==> src/rtl/pipeline_stage_skid.sv <==
// ============================================================================
// pipeline_stage_skid : inter-stage pipeline register with optional skid entry
// Revision 1.0 - initial release
// ============================================================================
`default_nettype none

module pipeline_stage_skid #(
  parameter int unsigned             DATA_W    = 68,
  parameter logic [DATA_W-1:0]       NOP_VALUE = {DATA_W{1'b0}},
  parameter bit                      SKID_EN   = 1'b1
) (
  input  logic              CLK,
  input  logic              nRST,
  input  logic              in_valid,
  output logic              in_ready,
  input  logic [DATA_W-1:0] in_data,
  output logic              out_valid,
  input  logic              out_ready,
  output logic [DATA_W-1:0] out_data,
  input  logic              flush,
  input  logic              hold,
  output logic              skid_full,
  output logic [15:0]       bubble_cnt,
  input  logic              bubble_clr
);

  typedef enum logic [1:0] {
    S_EMPTY = 2'd0,
    S_ONE   = 2'd1,
    S_FULL  = 2'd2
  } state_t;

  state_t            state_q, state_d;
  logic [DATA_W-1:0] main_q, main_d;
  logic [DATA_W-1:0] skid_q, skid_d;
  logic [15:0]       bubble_q, bubble_d;
  logic              push, pop;

  assign out_valid  = (state_q != S_EMPTY);
  assign skid_full  = (state_q == S_FULL);
  assign out_data   = main_q;
  assign bubble_cnt = bubble_q;

  // With the skid entry, in_ready is a pure state decode so the upstream
  // stage never sees a combinational path from out_ready/hold.
  generate
    if (SKID_EN) begin : g_skid_ready
      assign in_ready = (state_q != S_FULL);
    end else begin : g_comb_ready
      assign in_ready = (state_q == S_EMPTY) | (out_ready & ~hold);
    end
  endgenerate

  assign push = in_valid & in_ready & ~flush;
  assign pop  = out_valid & out_ready & ~hold & ~flush;

  always_comb begin
    state_d = state_q;
    main_d  = main_q;
    skid_d  = skid_q;
    if (flush) begin
      state_d = S_EMPTY;
      main_d  = NOP_VALUE;
      skid_d  = NOP_VALUE;
    end else begin
      case (state_q)
        S_EMPTY: begin
          if (push) begin
            state_d = S_ONE;
            main_d  = in_data;
          end
        end
        S_ONE: begin
          if (push && pop) begin
            main_d = in_data;
          end else if (pop) begin
            state_d = S_EMPTY;
            main_d  = NOP_VALUE;
          end else if (push && SKID_EN) begin
            state_d = S_FULL;
            skid_d  = in_data;
          end
        end
        S_FULL: begin
          if (pop) begin
            state_d = S_ONE;
            main_d  = skid_q;
            skid_d  = NOP_VALUE;
          end
        end
        default: begin
          state_d = S_EMPTY;
          main_d  = NOP_VALUE;
          skid_d  = NOP_VALUE;
        end
      endcase
    end
  end

  always_comb begin
    bubble_d = bubble_q;
    if (bubble_clr) begin
      bubble_d = 16'd0;
    end else if (out_ready && !out_valid && !hold && (bubble_q != 16'hFFFF)) begin
      bubble_d = bubble_q + 16'd1;
    end
  end

  always_ff @(posedge CLK or negedge nRST) begin
    if (!nRST) begin
      state_q  <= S_EMPTY;
      main_q   <= NOP_VALUE;
      skid_q   <= NOP_VALUE;
      bubble_q <= 16'd0;
    end else begin
      state_q  <= state_d;
      main_q   <= main_d;
      skid_q   <= skid_d;
      bubble_q <= bubble_d;
    end
  end

endmodule

`default_nettype wire

==> config.mk <==
export PLATFORM = sky130hd
export DESIGN_NAME = pipeline_stage_skid
export DESIGN_NICKNAME = d
export VERILOG_FILES = /design/src/rtl/pipeline_stage_skid.sv
export SDC_FILE = /design/constraint.sdc
export NUM_CORES = 1
export LEC_CHECK = 0
export CAP_MARGIN = 10
export CORE_UTILIZATION = 47
export CTS_CLUSTER_DIAMETER = 60
export DETAILED_ROUTE_END_ITERATION = 12
export GPL_TIMING_DRIVEN = 1
export PLACE_DENSITY = 0.83
export SETUP_SLACK_MARGIN = 0.15
export SLEW_MARGIN = 10
export SYNTH_ARGS = -nofsm -noshare
export SYNTH_HDL_FRONTEND = slang
export SYNTH_SLANG_ARGS = --single-unit
==> constraint.sdc <==
create_clock -name CLK -period 4.7 [get_ports CLK]
set_clock_uncertainty 0.15 [all_clocks]
set_input_delay 0.94 -clock CLK [delete_from_list [all_inputs] [get_ports CLK]]
set_output_delay 0.94 -clock CLK [all_outputs]
set_load 0.1 [all_outputs]
# Yosys cells after proc, flatten, opt, wreduce, memory -nomap -nowiden
# Index checks and enable logic that the tools add are counted.
word_totals:
  register_bits: 154
  in_bits: 75
  elab_cells: 55
classes:
  n_addsub: 1
  n_eq_ne: 12
  mux: 19
  bitwise_logic: 7
  n_reduce_logical: 12
ops:
  columns: ["operator", "n"]
  rows:
  - ["68-bit 2-to-1 mux", 8]
  - ["68-bit one-hot mux with 3 select lines", 2]
  - ["16-bit 2-to-1 mux", 2]
  - ["16-bit by 1-bit adder with 16-bit output, second input constant", 1]
  - ["16-bit != test, second input constant", 1]
  - ["2-bit 2-to-1 mux", 6]
  - ["3-bit != test, second input constant", 4]
  - ["4-bit != test, second input constant", 2]
  - ["2-bit one-hot mux with 3 select lines", 1]
  - ["1-bit AND", 5]
  - ["5-bit AND reduction", 1]
  - ["1-bit logical AND", 4]
  - ["2-bit != test, second input constant", 2]
  - ["4-bit AND reduction", 1]
  - ["2-bit nonzero test", 2]
  - ["3-bit by 2-bit != test with 1-bit output, second input constant", 1]
  - ["3-bit AND reduction", 1]
  - ["2-bit by 1-bit == test with 1-bit output, second input constant", 1]
  - ["2-bit == test, second input constant", 1]
  - ["1-bit logical NOT", 2]
  - ["2-bit logical NOT", 1]
  - ["1-bit NOT", 2]

# Longest topological paths before layout
logic_depth:
  word_depth: 8
  depth_mapped: 7
  depth_no_buf: 5

# Worst setup path before layout
# No wires, ideal clock.
synth_path:
  path_type: "reg-to-output"
  startpoint: "register state_q[0]"
  endpoint: "output port skid_full"
  arrival_time_ps: 2566
  required_time_ps: 3610
  setup_slack_ps: 1044
  path_stages_with_launch: 5
  path_buffers: 2
  cell_sequence: "dfrtp_1 -> buf_2 -> nand2b_1 -> clkinv_1 -> clkbuf_1"
synth_between:
  elab_chain_cells: 1
synth_rtl:
  columns: ["item", "line", "rtl"]
  rows:
  - ["start: declaration", "33", "state_t state_q, state_d;"]
  - ["start signal: assignment", "116", "state_q <= state_d;"]
  - ["2-bit == test", "40", "assign skid_full = (state_q == S_FULL);"]
  - ["end: declaration", "22", "output logic skid_full,"]
# No other way between the ends.

# Worst setup path after layout
layout_path:
  startpoint: "register state_q[0]"
  endpoint: "output port in_ready"
layout_between:
  elab_chain_cells: 1
layout_rtl:
  columns: ["item", "line", "rtl"]
  rows:
  - ["2-bit != test", "48", "assign in_ready = (state_q != S_FULL);"]
  - ["end: declaration", "15", "output logic in_ready,"]
# No other way between the ends.

==> flow_metrics.env <==
export IMPL_synth_edf_count=0
export IMPL_fmax_mhz=280
export IMPL_synth_area_um2=7050
export IMPL_async_reset_ff_frac=1.00
export IMPL_cts_tree="yes"
export IMPL_dp_hpwl_um=11700
export IMPL_core_um2=14600
export IMPL_final_cell_area_um2=9390
export IMPL_synth_top_cell_area_share=0.547
export IMPL_yosys_area_top_type="dfrtp_1"
export IMPL_syn_inst=648
export IMPL_p_leak_nw=4.09
export IMPL_drt_wl_total_um=18200
export IMPL_rows=44
export IMPL_cts_sinks=154
export IMPL_crit_path_start_kind="register"
export IMPL_slew_headroom=0.249
export IMPL_place_gp_congestion=0.802
export IMPL_r2r_end="bubble_cnt[0]"
export IMPL_nNetsFinal=862
export IMPL_slowest_delay_ns=1.18
export IMPL_detail_route_antenna_nets=0
export IMPL_crit_slowest_cell="clkdlybuf4s50_1"
export IMPL_drive_above_1_share=0.0676
export IMPL_ir_worst_vdd_uv=257
export IMPL_critPathMaxFanout=12
export IMPL_hold_violations=0
export IMPL_first_global_vias=5998
export IMPL_dp_cells=951
export IMPL_r2r_start="bubble_cnt[0]"
export IMPL_yosysUniqueCellTypes=40
export IMPL_path_buf_inv=1
export IMPL_num_vias=5693
export IMPL_worst_slack_ns=1.13
export IMPL_worstPathArrival_ns=2.48
export IMPL_status="complete, no violations"
export IMPL_synth_seq_area_share=0.547
export IMPL_post_cts_repair_setup_buffers=0
export IMPL_cts_made_buffers=17
export IMPL_cap_violations=0
export IMPL_placed_area_um2=8830
export IMPL_grt_overflow=0
export IMPL_rrSetupSlack_ns=2.11
export IMPL_grt_pass1_wl_um=30100
export IMPL_ys_seq_elements=154
export IMPL_finalSetupTns_ns=0
export IMPL_via_per_inst=5.79
export IMPL_grt_start_max_net_pins=81
export IMPL_place_ws_ns=1.20
export IMPL_die_h_um=124
export IMPL_cts_hold_buf=0
export IMPL_num_antenna_cells=0
export IMPL_worst_path_stages=2
export IMPL_clk_pin_slew_ns=0.06
export IMPL_layout_common_cells="clkdlybuf4s50_1, dfrtp_1, nand2_1"
export IMPL_power_density_nw_per_um2=382
export IMPL_clkLatencyLatePin_ns=0.41
export IMPL_rsz0062_at_grt="no"
export IMPL_remaining_drc_errors=0
export IMPL_post_route_util=0.644
export IMPL_path_class="register to primary output"
export IMPL_cts_root_buf="clkbuf_16"
export IMPL_cp_endpoint="in_ready"
export IMPL_syn_to_final_growth_pct=33.2
export IMPL_initial_core_util=0.483
export IMPL_max_clock_path_buffers=2
export IMPL_synth_area_leaders="dfrtp_1, mux2i_1, o2bb2ai_1, a22oi_1, nand2_1"
export IMPL_post_route_period_util=0.759
export IMPL_avgRoutedWirePerCell_um=18.5
export IMPL_worstPathRequired_ns=3.61
export IMPL_r2r_cells=5
export IMPL_final_common_cell="clkdlybuf4s50_1"
export IMPL_critPathTopFamily="buffers and inverters"
export IMPL_crit_chain="nand2b_1 -> clkdlybuf4s50_1"
export IMPL_hp_start="out_data[51]"
export IMPL_syn_num_nets=724
export IMPL_worst_pin_slew_ns=1.12
export IMPL_die_w_um=124
export IMPL_dieArea_um2=15500
export IMPL_crit_start="state_q[0]"
export IMPL_yosysWarnings=0
export IMPL_grt_use_total=0.242
export IMPL_endpoint_kind="primary output"
export IMPL_cts_htree_levels=4
export IMPL_maxSlewViolCount=0
export IMPL_antenna_found_initial=0
export IMPL_drtIter0Drc=446
export IMPL_syn_area_per_cell_um2=10.9
export IMPL_ctsResizeCount=0
export IMPL_portBuffers=161
export IMPL_finalSetupViolCount=0
export IMPL_io_pins=162
export IMPL_fillers=1098
export IMPL_firstDrtPassIters=5
export IMPL_synthFlopType="dfrtp_1"
export IMPL_hp_class="register to register"
export IMPL_fin_crit_ns=3.57
export IMPL_instances_no_fill=983
==> flip-flops by register name, indices dropped and copies added (netlist names) <==
name / flops
bubble_cnt: 16
out_data: 68
skid_q: 68
state_q: 2
==> synth_stat cells, types with 3 or more instances <==
master and number:
mux2_2 4, dfrtp_1 154, nand3_1 3, nand2b_1 6
nor2b_1 5, a22oi_1 68, nand2_1 73, nor3_1 3
inv_1 71, o2bb2ai_1 68, clkbuf_1 28, buf_2 16
a21oi_1 16, o31ai_1 5, or4_1 7, nand3b_1 4
nor2_1 11, buf_1 3, mux2i_1 71, a211oi_1 3
nand4_1 5
==> layer usage <==
metal  track usage  vias to the layer above  part of all wire
met1         0.303                     2889              0.42
met4         0.113                        0             0.025
met5             0                        -                 0
li1              -                     2584                 -
met2         0.404                      187              0.51
met3        0.0468                       33             0.046
==> kinds of logic (layout without fill, tap and decap cells) <==
logic type | count (synthesis) | count (layout) | synth area share
compound gates | 170 | 170 | 0.188
flops | 154 | 154 | 0.547
simple gates | 127 | 127 | 0.0880
buf+inv | 121 | 272 | 0.0683
mux | 75 | 75 | 0.107
fa+ha+maj | 1 | 1 | 0.00177
==> how the worst min path moves through the flow <==
stage | to | slack (ns) | depth (start not counted)
final | out_data[51] | 0.34 | 1
after global routing | out_data[58] | 0.35 | 1
after CTS | out_data[51] | 0.34 | 1
after detailed placement | out_data[22] | 0.33 | 1
after global placement | out_data[59] | 0.32 | 1
after floorplan | skid_q[0] | 0.34 | 2
==> cell type report <==
class	instances	area [um2]	area share
Sequential cell	154	3850	0.410
Timing Repair Buffer	168	1710	0.182
Clock inverter	13	119	0.0127
Tap cell	184	230	0.0245
Clock buffer	19	443	0.0471
Inverter	72	270	0.0288
Multi-Input combinational cell	373	2770	0.294
==> power by group <==
part | switching (W) | total (W) | internal, W | leakage [nW]
Clock | 0.000552 | 0.00130 | 0.000745 | 0.277
Combinational | 0.000589 | 0.000831 | 0.000242 | 1.71
Sequential | 0.0000543 | 0.00146 | 0.00140 | 2.11
Total | 0.00120 | 0.00359 | 0.00239 | 4.09
==> stage by stage <==
step                      hold WS [ns]  total power (W)
final                            0.339          0.00359
after global routing             0.354          0.00371
after CTS                        0.341          0.00361
after detailed placement         0.327          0.00231
after global placement           0.322          0.00229
after floorplan                  0.344          0.00203
(Power assumes the default switching activity.)
